**src/rtl/ras_ring.sv**
```systemverilog
// Circular-buffer return-address stack with overwrite-on-overflow, merged
// push+pop, arbitrary depth and a one-deep pointer/count checkpoint.
module ras_ring #(
  parameter int XLEN  = 32,
  parameter int DEPTH = 2,
  parameter int CNT_W = $clog2(DEPTH + 1)
) (
  input  logic             clk_i,
  input  logic             rst_ni,
  input  logic             flush_i,
  input  logic             push_i,
  input  logic             pop_i,
  input  logic [XLEN-1:0]  data_i,
  input  logic             checkpoint_i,
  input  logic             restore_i,
  output logic [XLEN-1:0]  ra_o,
  output logic             ra_valid_o,
  output logic [CNT_W-1:0] count_o,
  output logic             overflow_o,
  output logic             underflow_o
);

  localparam int PTR_W = (DEPTH > 1) ? $clog2(DEPTH) : 1;
  localparam logic [PTR_W-1:0] PTR_MAX = PTR_W'(DEPTH - 1);
  localparam logic [CNT_W-1:0] CNT_MAX = CNT_W'(DEPTH);

  logic [XLEN-1:0]  mem_reg [DEPTH];
  logic [PTR_W-1:0] ptr_reg, ptr_next;
  logic [CNT_W-1:0] cnt_reg, cnt_next;
  logic [PTR_W-1:0] ck_ptr_reg;
  logic [CNT_W-1:0] ck_cnt_reg;
  logic             overflow_reg, overflow_next;
  logic             underflow_reg, underflow_next;

  logic [PTR_W-1:0] ptr_inc, top;
  logic             wr_en;
  logic [PTR_W-1:0] wr_idx;
  logic             empty;

  // Wrap by explicit compare so non-power-of-two depths stay in range.
  assign ptr_inc = (ptr_reg == PTR_MAX) ? '0 : ptr_reg + PTR_W'(1);
  assign top     = (ptr_reg == '0) ? PTR_MAX : ptr_reg - PTR_W'(1);
  assign empty   = (cnt_reg == '0);

  always_comb begin
    ptr_next       = ptr_reg;
    cnt_next       = cnt_reg;
    wr_en          = 1'b0;
    wr_idx         = ptr_reg;
    overflow_next  = 1'b0;
    underflow_next = 1'b0;
    if (flush_i) begin
      ptr_next = '0;
      cnt_next = '0;
    end else if (restore_i) begin
      ptr_next = ck_ptr_reg;
      cnt_next = ck_cnt_reg;
    end else if (push_i && pop_i && !empty) begin
      // Return then call: replace the top in place, depth unchanged.
      wr_en  = 1'b1;
      wr_idx = top;
    end else if (push_i) begin
      wr_en    = 1'b1;
      ptr_next = ptr_inc;
      if (cnt_reg == CNT_MAX) begin
        overflow_next = 1'b1;
      end else begin
        cnt_next = cnt_reg + CNT_W'(1);
      end
    end else if (pop_i) begin
      if (empty) begin
        underflow_next = 1'b1;
      end else begin
        ptr_next = top;
        cnt_next = cnt_reg - CNT_W'(1);
      end
    end
  end

  always_ff @(posedge clk_i or negedge rst_ni) begin
    if (!rst_ni) begin
      ptr_reg       <= '0;
      cnt_reg       <= '0;
      overflow_reg  <= 1'b0;
      underflow_reg <= 1'b0;
    end else begin
      ptr_reg       <= ptr_next;
      cnt_reg       <= cnt_next;
      overflow_reg  <= overflow_next;
      underflow_reg <= underflow_next;
    end
  end

  // Checkpoint captures pre-update state, independent of flush/restore.
  always_ff @(posedge clk_i or negedge rst_ni) begin
    if (!rst_ni) begin
      ck_ptr_reg <= '0;
      ck_cnt_reg <= '0;
    end else if (checkpoint_i) begin
      ck_ptr_reg <= ptr_reg;
      ck_cnt_reg <= cnt_reg;
    end
  end

  generate
    for (genvar gi = 0; gi < DEPTH; gi++) begin : g_entry
      always_ff @(posedge clk_i or negedge rst_ni) begin
        if (!rst_ni) begin
          mem_reg[gi] <= '0;
        end else if (wr_en && (wr_idx == PTR_W'(gi))) begin
          mem_reg[gi] <= data_i;
        end
      end
    end
  endgenerate

  assign ra_o        = mem_reg[top];
  assign ra_valid_o  = !empty;
  assign count_o     = cnt_reg;
  assign overflow_o  = overflow_reg;
  assign underflow_o = underflow_reg;

endmodule

```
**config.mk**
```make
export PLATFORM = sky130hd
export DESIGN_NAME = ras_ring
export DESIGN_NICKNAME = d
export VERILOG_FILES = /design/src/rtl/ras_ring.sv
export SDC_FILE = /design/constraint.sdc
export NUM_CORES = 1
export LEC_CHECK = 0
export BUFFER_PORTS_ARGS = -buffer_cell sky130_fd_sc_hd__buf_2
export CORE_ASPECT_RATIO = 1.4
export CORE_MARGIN = 8
export CORE_UTILIZATION = 48
export CTS_CLUSTER_DIAMETER = 200
export CTS_CLUSTER_SIZE = 25
export DETAILED_ROUTE_END_ITERATION = 12
export PLACE_DENSITY = 0.75
export SLEW_MARGIN = 20
export SYNTH_ARGS = -nofsm -noshare
export SYNTH_HDL_FRONTEND = slang
export SYNTH_SLANG_ARGS = --single-unit
```
**constraint.sdc**
```tcl
create_clock -name clk_i -period 1.7 [get_ports clk_i]
set_input_delay 0.17 -clock clk_i [delete_from_list [all_inputs] [get_ports clk_i]]
set_output_delay 0.17 -clock clk_i [all_outputs]
set_load 0.02 [all_outputs]
```
==> flow_summary.yaml <==
timing:
  relSlewSlack: 0.625
  rsz0062_at_grt: "yes"
  clock_skew_ps: 4.76
  worst_pin_slew_ps: 558
  slew_violations: 0
  fmax_mhz: 604
  finalSetupViolations: 0
  hold_violations: 0
  fin_crit_sh: 0.975
  period_minus_slack_ps: 1660
  setup-tns-final_ps: 0
critical_path:
  path_max_fanout: 15
  critical_path.cell_chain: "buf_8 > mux2_2 > buf_2"
  cp_top_family: "flip-flops"
  cp.required_ps: 1530
  cpPeakStageDelay_ps: 420
  end_kind: "primary output"
  slowest_stage: "dfrtp_2"
  crit_type: "reg2out"
  critPathLaunchType: "flip-flop"
  path_buf_inv: 2
  arrival_ps: 1490
synthesis:
  syn-cell-area_sq_mm: 0.00335
  syn_nets: 260
  synth_top_family_by_area: "multiplexers"
  yosysSeqAreaShare: 0.538
  async_flop_share: 1.00
  syn_inst: 221
  ys_warn_count: 0
  netlist_top_cells_area: "dfrtp_1, mux2_2, mux2_4"
  synth-compound-area-share: 0.0261
  synth-edff-count: 0
  avgSynthCellArea_sq_um: 15.2
  synthAdderAreaFrac: 0
  synth_ff_type: "dfrtp_1"
  synth_cell_type_count: 26
  synth_common_cells: "dfrtp_1, mux2_2, mux2_4"
  yosysTopAreaCell: "dfrtp_1"
  synth-simple-area-share: 0.0314
  netlist.area_leader.share: 0.538
  synth.mux.area_fraction: 0.365
  synth.most_common_cell: "dfrtp_1"
  synth-seq-cells: 72
  synthXorXnorAreaFrac: 0.00261
layout:
  regArea_sq_mm: 0.00180
  fin_nets: 347
  final_cell_area_sq_mm: 0.00409
  n_fill_cell: 569
  largest_reg_flops: 64
  antenna_cells: 0
  area_growth_pct: 21.9
  drive_above_1_share: 0.646
  multi_input_area_sq_mm: 0.00144
place:
  placed_area_sq_mm: 0.00389
  numPortBuffers: 75
  gp_congestion: 0.816
  dpl.hpwl_um: 4660
power_and_ir_drop:
  cellPowerDensity_mw_per_mm2: 1550
  ir_worst_vdd_uv: 710
  leakagePower_uw: 0.00202
clock_tree:
  clockBufferDepth: 2
  ctsHtreeMaxLevel: 3
  cts_setup_buffers: 0
  cts_buffers: 9
  cts_tree: "done"
  cts_root_buffer: "clkbuf_8"
  clk-insertion-delay-late_ps: 340
  clkTransAtPathRegs_ps: 70
  cts.sinks: 72
job:
  cap_viol_max_count: 0
floorplanning:
  io-pin-count: 76
  die_h_um: 115
  fp.coreArea_sq_mm: 0.00685
  die_w_um: 86.6
  dieArea_sq_mm: 0.00995
  start_util: 0.489
  floorplan.rows: 36
routing:
  drcViolationCount: 0
  drtIter0Drc: 58
  first_pass_iters: 4
  wl_per_cell_um: 16.5
  wirelength_um: 6680
  ant_nets: 0
  drt-vias-per-instance: 5.08
  dr_total_vias: 2061
global_route:
  antenna_found_initial: 0
  grt_max_degree: 73
  grt_pass1_wl_um: 11000
  grt_overflow: 0
  grt.total_usage: 0.144
  grt_pass1_vias: 2269
min_path:
  worstHoldPathType: "in2reg"
status:
  status: "completed"
repair_timing:
action,CTS,global route
gates resized for setup,7,2
hold buffers,1,0
pin swaps,0,1
endpoints found under the setup margin,44,14
hold endpoints to repair,72,0
worst reg2reg max path: cells and delay by family, from the launching register on:
family	cells	cell delay, ps
flops	1	430
mux	1	330
simple gates	1	230
compound gates	1	180
xor+xnor	1	180
buf+inv	1	160
placed cells by master (no fill, tap or decap), drive strengths merged:
cell	n
clkbuf	13
xnor2	1
dlygate4sd3	1
and3	2
buf	86
nand2	5
mux2	99
o211ai	2
nor3	3
or2	1
nor2b	1
nand3	3
o221ai	1
a22oi	1
a2bb2oi	1
inv	4
a32oi	1
nand2b	2
a21oi	2
nor2	3
dfrtp	72
clkinv	1
o21ai	5
nor3b	1
power breakdown:
| group | switching [uW] | internal, uW | leakage, uW | total (uW) |
|---|---|---|---|---|
| logic | 1180 | 1350 | 0.00106 | 2530 |
| registers | 314 | 2370 | 0.000873 | 2690 |
| clock network | 570 | 553 | 0.0000794 | 1120 |
| total | 2070 | 4270 | 0.00202 | 6340 |
stage by stage:
step	setup slack [ps]	hold WS, ps	std cells	power, uW	util
final	43.1	68.4	406	6340	0.597
after global routing	-7.66	54.9	406	6750	0.597
after CTS	17.1	43.6	406	6440	0.595
after detailed placement	5.80	236	391	5260	0.568
after global placement	64.4	227	391	5160	0.568
after floorplan	21.4	-126	221	4490	-
metal layers:
metal	GRT usage	up-vias	share of wire
met3	0.0443	13	0.052
met1	0.155	1030	0.40
met2	0.238	48	0.52
met5	0	-	0
met4	0.0969	0	0.030
li1	-	970	-
final cells by class:
cell class	count	area share
Sequential cell	72	0.442
Multi-Input combinational cell	134	0.353
Timing Repair Buffer	87	0.135
Clock buffer	13	0.0364
Tap cell	95	0.0291
Inverter	4	0.00368
Clock inverter	1	0.00123
logic make-up (layout without fill, tap and decap cells):
logic type / Yosys count / count (layout)
AND/OR/NAND/NOR: 21 / 21
XOR/XNOR: 1 / 1
multiplexers: 99 / 99
buffers and inverters: 15 / 105
flip-flops: 72 / 72
AO/OA/AOI/OAI: 13 / 13
final timing paths:
path / start / endpoint / slack (ps) / cells after the start
max: ptr_reg$_DFFE_PN0P_ / ra_o[14] / 40 / 3
min: data_i[20] / mem_reg[52]$_DFFE_PN0P_ / 70 / 2
max reg2reg: count_o[0]$_DFFE_PN0P_ / mem_reg[32]$_DFFE_PN0P_ / 80 / 5
min reg2reg: mem_reg[33]$_DFFE_PN0P_ / mem_reg[33]$_DFFE_PN0P_ / 500 / 1
max in group asynchronous: rst_ni / ptr_reg$_DFFE_PN0P_ / 990 / 3
min in group asynchronous: rst_ni / underflow_o$_DFF_PN0_ / 380 / 3
(Power assumes the default switching activity.)
